--- config.mk ---
export PLATFORM = sky130hd
export DESIGN_NAME = serial_twos_comp
export DESIGN_NICKNAME = d
export VERILOG_FILES = /design/src/rtl/serial_twos_comp.sv
export SDC_FILE = /design/constraint.sdc
export NUM_CORES = 1
export LEC_CHECK = 0
export ABC_CLOCK_PERIOD_IN_PS = 2070
export CORE_MARGIN = 4
export CORE_UTILIZATION = 45
export DETAILED_ROUTE_END_ITERATION = 8
export PLACE_DENSITY = 0.69
export SLEW_MARGIN = 10
export SYNTH_ARGS = -nofsm -noshare
export SYNTH_HDL_FRONTEND = slang
export SYNTH_SLANG_ARGS = --single-unit
--- constraint.sdc ---
create_clock -name clk -period 2.07 [get_ports clk]
set_input_delay 0.414 -clock clk [delete_from_list [all_inputs] [get_ports clk]]
set_output_delay 0.414 -clock clk [all_outputs]
set_load 0.02 [all_outputs]
--- src/rtl/serial_twos_comp.sv ---
// Bit-serial pass / ones' / two's complementer. A word is loaded on start and
// emitted LSB first; the parallel result, done, ovf and zero follow the last bit.
module serial_twos_comp #(
  parameter int unsigned N_BITS = 8
) (
  input  logic              clk,
  input  logic              rst,
  input  logic              start,
  input  logic [1:0]        mode,
  input  logic [N_BITS-1:0] din,
  output logic              busy,
  output logic              ser_out,
  output logic              ser_valid,
  output logic [N_BITS-1:0] dout,
  output logic              done,
  output logic              ovf,
  output logic              zero
);

  localparam int unsigned CNT_W = (N_BITS > 1) ? $clog2(N_BITS) : 1;
  localparam logic [1:0] MODE_ONES = 2'b01;
  localparam logic [1:0] MODE_TWOS = 2'b10;
  localparam logic [N_BITS-1:0] MIN_NEG = {1'b1, {(N_BITS-1){1'b0}}};

  typedef enum logic [1:0] {S_IDLE, S_SHIFT, S_DONE} state_t;

  state_t             state_q;
  logic [N_BITS-1:0]  shreg_q;
  logic [N_BITS-1:0]  acc_q;
  logic [1:0]         mode_q;
  logic               seen_q;
  logic               ovf_pend_q;
  logic [CNT_W-1:0]   cnt_q;
  logic               busy_q;
  logic               ser_out_q;
  logic               ser_valid_q;
  logic [N_BITS-1:0]  dout_q;
  logic               done_q;
  logic               ovf_q;
  logic               zero_q;

  logic               cur_bit;
  logic [1:0]         cur_mode;
  logic               cur_seen;
  logic               res_bit;

  // Bit 0 is computed straight from the operand on the load edge so it appears
  // one cycle after start; later bits come from the shift register.
  always_comb begin
    cur_bit  = shreg_q[0];
    cur_mode = mode_q;
    cur_seen = seen_q;
    if (state_q == S_IDLE) begin
      cur_bit  = din[0];
      cur_mode = mode;
      cur_seen = 1'b0;
    end
    res_bit = cur_bit;
    if (cur_mode == MODE_ONES) begin
      res_bit = ~cur_bit;
    end else if ((cur_mode == MODE_TWOS) && cur_seen) begin
      res_bit = ~cur_bit;
    end
  end

  always_ff @(posedge clk) begin
    if (rst) begin
      state_q     <= S_IDLE;
      shreg_q     <= '0;
      acc_q       <= '0;
      mode_q      <= 2'b00;
      seen_q      <= 1'b0;
      ovf_pend_q  <= 1'b0;
      cnt_q       <= '0;
      busy_q      <= 1'b0;
      ser_out_q   <= 1'b0;
      ser_valid_q <= 1'b0;
      dout_q      <= '0;
      done_q      <= 1'b0;
      ovf_q       <= 1'b0;
      zero_q      <= 1'b0;
    end else begin
      case (state_q)
        S_IDLE: begin
          done_q <= 1'b0;
          if (start) begin
            state_q     <= S_SHIFT;
            shreg_q     <= din >> 1;
            mode_q      <= mode;
            seen_q      <= din[0];
            ovf_pend_q  <= (mode == MODE_TWOS) && (din == MIN_NEG);
            cnt_q       <= '0;
            acc_q       <= {res_bit, (N_BITS-1)'(0)};
            ser_out_q   <= res_bit;
            ser_valid_q <= 1'b1;
            busy_q      <= 1'b1;
            ovf_q       <= 1'b0;
            zero_q      <= 1'b0;
          end
        end
        S_SHIFT: begin
          if (cnt_q == CNT_W'(N_BITS - 1)) begin
            state_q     <= S_DONE;
            ser_out_q   <= 1'b0;
            ser_valid_q <= 1'b0;
            done_q      <= 1'b1;
            dout_q      <= acc_q;
            ovf_q       <= ovf_pend_q;
            zero_q      <= (acc_q == '0);
          end else begin
            ser_out_q <= res_bit;
            acc_q     <= {res_bit, acc_q[N_BITS-1:1]};
            shreg_q   <= shreg_q >> 1;
            seen_q    <= seen_q | cur_bit;
            cnt_q     <= cnt_q + CNT_W'(1);
          end
        end
        S_DONE: begin
          state_q <= S_IDLE;
          done_q  <= 1'b0;
          busy_q  <= 1'b0;
        end
        default: begin
          state_q <= S_IDLE;
        end
      endcase
    end
  end

  assign busy      = busy_q;
  assign ser_out   = ser_out_q;
  assign ser_valid = ser_valid_q;
  assign dout      = dout_q;
  assign done      = done_q;
  assign ovf       = ovf_q;
  assign zero      = zero_q;

endmodule

---- Yosys cells after proc, flatten, opt, wreduce, memory -nomap -nowiden ----
Cells that the tools add are included.
cells by class
  bitwise operators ....................... 2
  multiplexer cells ....................... 34
  add/sub/neg operators ................... 1
  equal/unequal tests ..................... 10
  reduce and logical (&&, ||, !) cells .... 16
operator list
  cell                 number
  $mux 8               4
  $pmux 8 s2           2
  $mux 1               14
  $pmux 1 s2           7
  $reduce_and 2->1     6
  $eq 8x8->1 const B   1
  $logic_not 8->1      1
  $eq 2x2->1 const B   3
  $mux 2               3
  $mux 3               2
  $ne 2x2->1 const B   3
  $pmux 3 s2           1
  $reduce_and 3->1     2
  $reduce_bool 2->1    3
  $eq 2x1->1 const B   2
  $pmux 2 s2           1
  $add 3x1->3 const B  1
  $eq 3x3->1 const B   1
  $logic_and 1x1->1    2
  $logic_not 2->1      1
  $reduce_or 2->1      1
  $not 1->1            1
  $or 1x1->1           1
word-level totals
  output and inout port bits .............. 14
  bits in registers ....................... 39
  word-level logic and storage cells ...... 77
  input port bits ......................... 13

---- Longest topological paths before layout ----
  depth in word-level cells ............... 8
  gate-level depth with buffers ........... 7
  mapped depth without buffers ............ 7

---- Worst setup path after synthesis ----
OpenSTA, ideal clock, no wires.
  path kind ............................... reg2reg
  start ................................... register cnt_q[0]
  end ..................................... register acc_q[2]
  clock period less this slack ............ 1652 ps
  data required time ...................... 1942 ps
  path slack .............................. 418 ps
  cell stages (with the launch flop) ...... 8
  path buffers ............................ 1
  data arrival time ....................... 1525 ps
  cell sequence ........................... dfxtp_1 > ha_1 > ha_1 > nand2b_1 > a21o_1 > buf_2 > a22oi_1 > nor2_1
between the ends
  cells in the longest elaborated chain, start to end .. 3
ends and longest elaborated chain
  what                        RTL line  source
  start, declared             33        logic [CNT_W-1:0] cnt_q;
  start signal, assigned      115       cnt_q <= cnt_q + CNT_W'(1);
  $eq 3x3->1                  102       if (cnt_q == CNT_W'(N_BITS - 1)) begin
  $ne 2x2->1 (no line)        n/a
  $reduce_and 3->1 (no line)  n/a
  end signal, assigned        93        acc_q <= {res_bit, (N_BITS-1)'(0)};
  end signal, assigned        112       acc_q <= {res_bit, acc_q[N_BITS-1:1]};
  end, declared               29        logic [N_BITS-1:0] acc_q;
Every way passes these cells.
A chain may end at the register's enable or synchronous reset.

---- Final worst setup path ----
  start ................................... register busy_q, in the netlist busy
  end ..................................... output busy
RTL lines
  what                    RTL line  source
  start, declared         34        logic busy_q;
  start signal, assigned  75        busy_q <= 1'b0;
  start signal, assigned  96        busy_q <= 1'b1;
  start signal, assigned  121       busy_q <= 1'b0;
  end, declared           11        output logic busy,
No word-level cell between the ends.

==> results.ini <==
[place]
io_buffers = 26
dp_hpwl_um = 2540
pre_cts_slack_ps = 149
gp_congestion = 0.833

[die]
core_area_sq_um = 3390
row_count = 21
ioPinCount = 27
start_util_pct = 47.5
dieArea_sq_um = 4600
dieWidth_um = 67.8
die_y_um = 67.8

[clocking]
cts_tree = built
hold_buffers = 0
cts_sinks = 38
cts_buffer_depth = 2
clk_latency_ps = 350
cts_setup_buffers = 0
ctsResizeCount = 0
cts-root-buf = clkbuf_4
cts_made_buffers = 5
h-tree-depth = 2
cts.clk_slew.worst_paths_ps = 110

[critical_path]
rrSetupSlack_ps = 310
path_max_fanout = 2
crit_slowest_cell = clkdlybuf4s50_1
crit_arrival_ps = 1360
required_ps = 1660
critical_path_class = flip-flop to output port
cp_top_family = buffers and inverters
slowest_delay_ps = 630
cp_num_buf_inv = 1
worstPathCellList = clkdlybuf4s50_1
critPathLaunchType = flip-flop
end_kind = output port

[final_layout]
nets = 224
drive_above_1_share_pct = 10.5
antenna_cells = 0
layout_common_cells = 38 x dfxtp_1, 29 x nor2_1, 26 x clkdlybuf4s50_1, 25 x nand2_1, 15 x a21oi_1
area_growth_pct = 23.0
layout_commonest_cell = dfxtp_1

[detailed_routing]
drtIter0Drc = 97
first_pass_iters = 4
routed-via-count = 1367
wl_per_cell_um = 14.0
wl_um = 3590
postRouteAntennaNets = 0
via_per_inst = 5.34
drc_errors = 0

[yosys]
synth_nets = 200
synth-edff-count = 0
synth.avg_cell_area_sq_um = 8.70
synth_flop_cell = dfxtp_1
ys_warn_count = 0
synthCells = 185
yosysSeqAreaShare_pct = 47.2
synth_seq_cells = 38
ys_types = 33
synthesis.area_sq_um = 1610
async_reset_ff_share_pct = 0

[timing]
timing.fmax_mhz = 562
tightest_slew_ps = 435
holdWs_ps = 459
relSlewSlack_pct = 70.9
fin_skew_ps = 8.84
tns_ps = 0
fin_ws_ps = 292
finalCritPeriodShare_pct = 85.9
drv_slew = 0
period_minus_slack_ps = 1780
hold_viol = 0
rsz0062_at_grt = false
finalSetupViolCount = 0

[global_routing]
grt_pass1_vias = 1264
track_usage_pct = 17.8
grt_first_pass_wirelength_um = 6040
grt_max_degree = 39
antenna_found_initial = 0
grt.overflow.total = 0

[pwr]
ir_drop_mv = 0.430
power_density_nw_per_um2 = 754
leakage_uw = 0.000740

[run_status]
status = finished clean

[flow_run]
max_cap_violations = 0

[worst_hold_path]
holdCritPathClass = flip-flop to flip-flop

==> stage by stage <==
step                      utilization, %  cell area [sq um]  total power (uW)  std cells
after detailed placement            56.1               1900              1020        248
after global placement              56.1               1900              1010        248
after CTS                           58.4               1980              1510        256
final                               58.4               1980              1490        256
after floorplan                        -               1610               946        185
after global routing                58.4               1980              1580        256
==> cells in the mapped netlist, types with 3 or more instances <==
master,instances,area (sq um)
inv_1,5,18.8
o21ai_1,3,15.0
nand2_1,25,93.8
a311oi_1,3,26.3
dfxtp_1,38,761
nor2_1,29,109
buf_2,6,30.0
a22oi_1,10,75.1
clkbuf_1,5,18.8
a311oi_2,3,45.0
nand3_1,10,50.1
a21oi_1,15,75.1
mux2i_1,5,50.1
==> kinds of logic after synthesis <==
| logic type | count (synthesis) | synth area share (%) |
|---|---|---|
| fa+ha+maj | 2 | 1.55 |
| buf+inv | 19 | 5.83 |
| compound gates | 40 | 18.0 |
| simple gates | 80 | 23.7 |
| xor+xnor | 1 | 0.544 |
| flops | 38 | 47.2 |
| mux | 5 | 3.11 |
==> per-layer routing <==
| layer | routed length, um | global-route usage (%) | part of all wire [%] | vias up |
|---|---|---|---|---|
| met1 | 1580 | 23.2 | 44 | 625 |
| met4 | 46 | 5.96 | 1.3 | 0 |
| met2 | 1700 | 27.8 | 47 | 46 |
| li1 | - | - | - | 691 |
| met3 | 261 | 5.58 | 7.3 | 5 |
| met5 | 0 | 0 | 0 | - |
==> sequential cells by signal, indices dropped and copies added (netlist names), 2 cells and up <==
| register | count |
|---|---|
| mode_q | 2 |
| shreg_q | 7 |
| acc_q | 8 |
| cnt_q | 3 |
| dout | 8 |
| state_q | 2 |
==> path summary, 6_finish.rpt <==
kind / startpoint / to / cells after the start
hold reg to reg: dout[7] / dout[7] / 2
hold / removal: dout[7] / dout[7] / 2
setup reg to reg: cnt_q[0] / shreg_q[1] / 6
setup / recovery: busy / busy / 1
==> report_power, final <==
part	switching (uW)	internal (uW)
registers	26.4	764
logic	116	95.0
clock network	242	250
total	385	1110
==> layout make-up <==
type / instances / area (sq um)
fill: 305 / 1410
sequential: 38 / 761
multi-input combinational: 128 / 756
timing repair buffer: 31 / 310
tap: 46 / 57.6
clock inverter: 3 / 40.0
clock buffer: 5 / 37.5
inverter: 5 / 18.8
No activity file was read; power rests on OpenSTA's default activity.
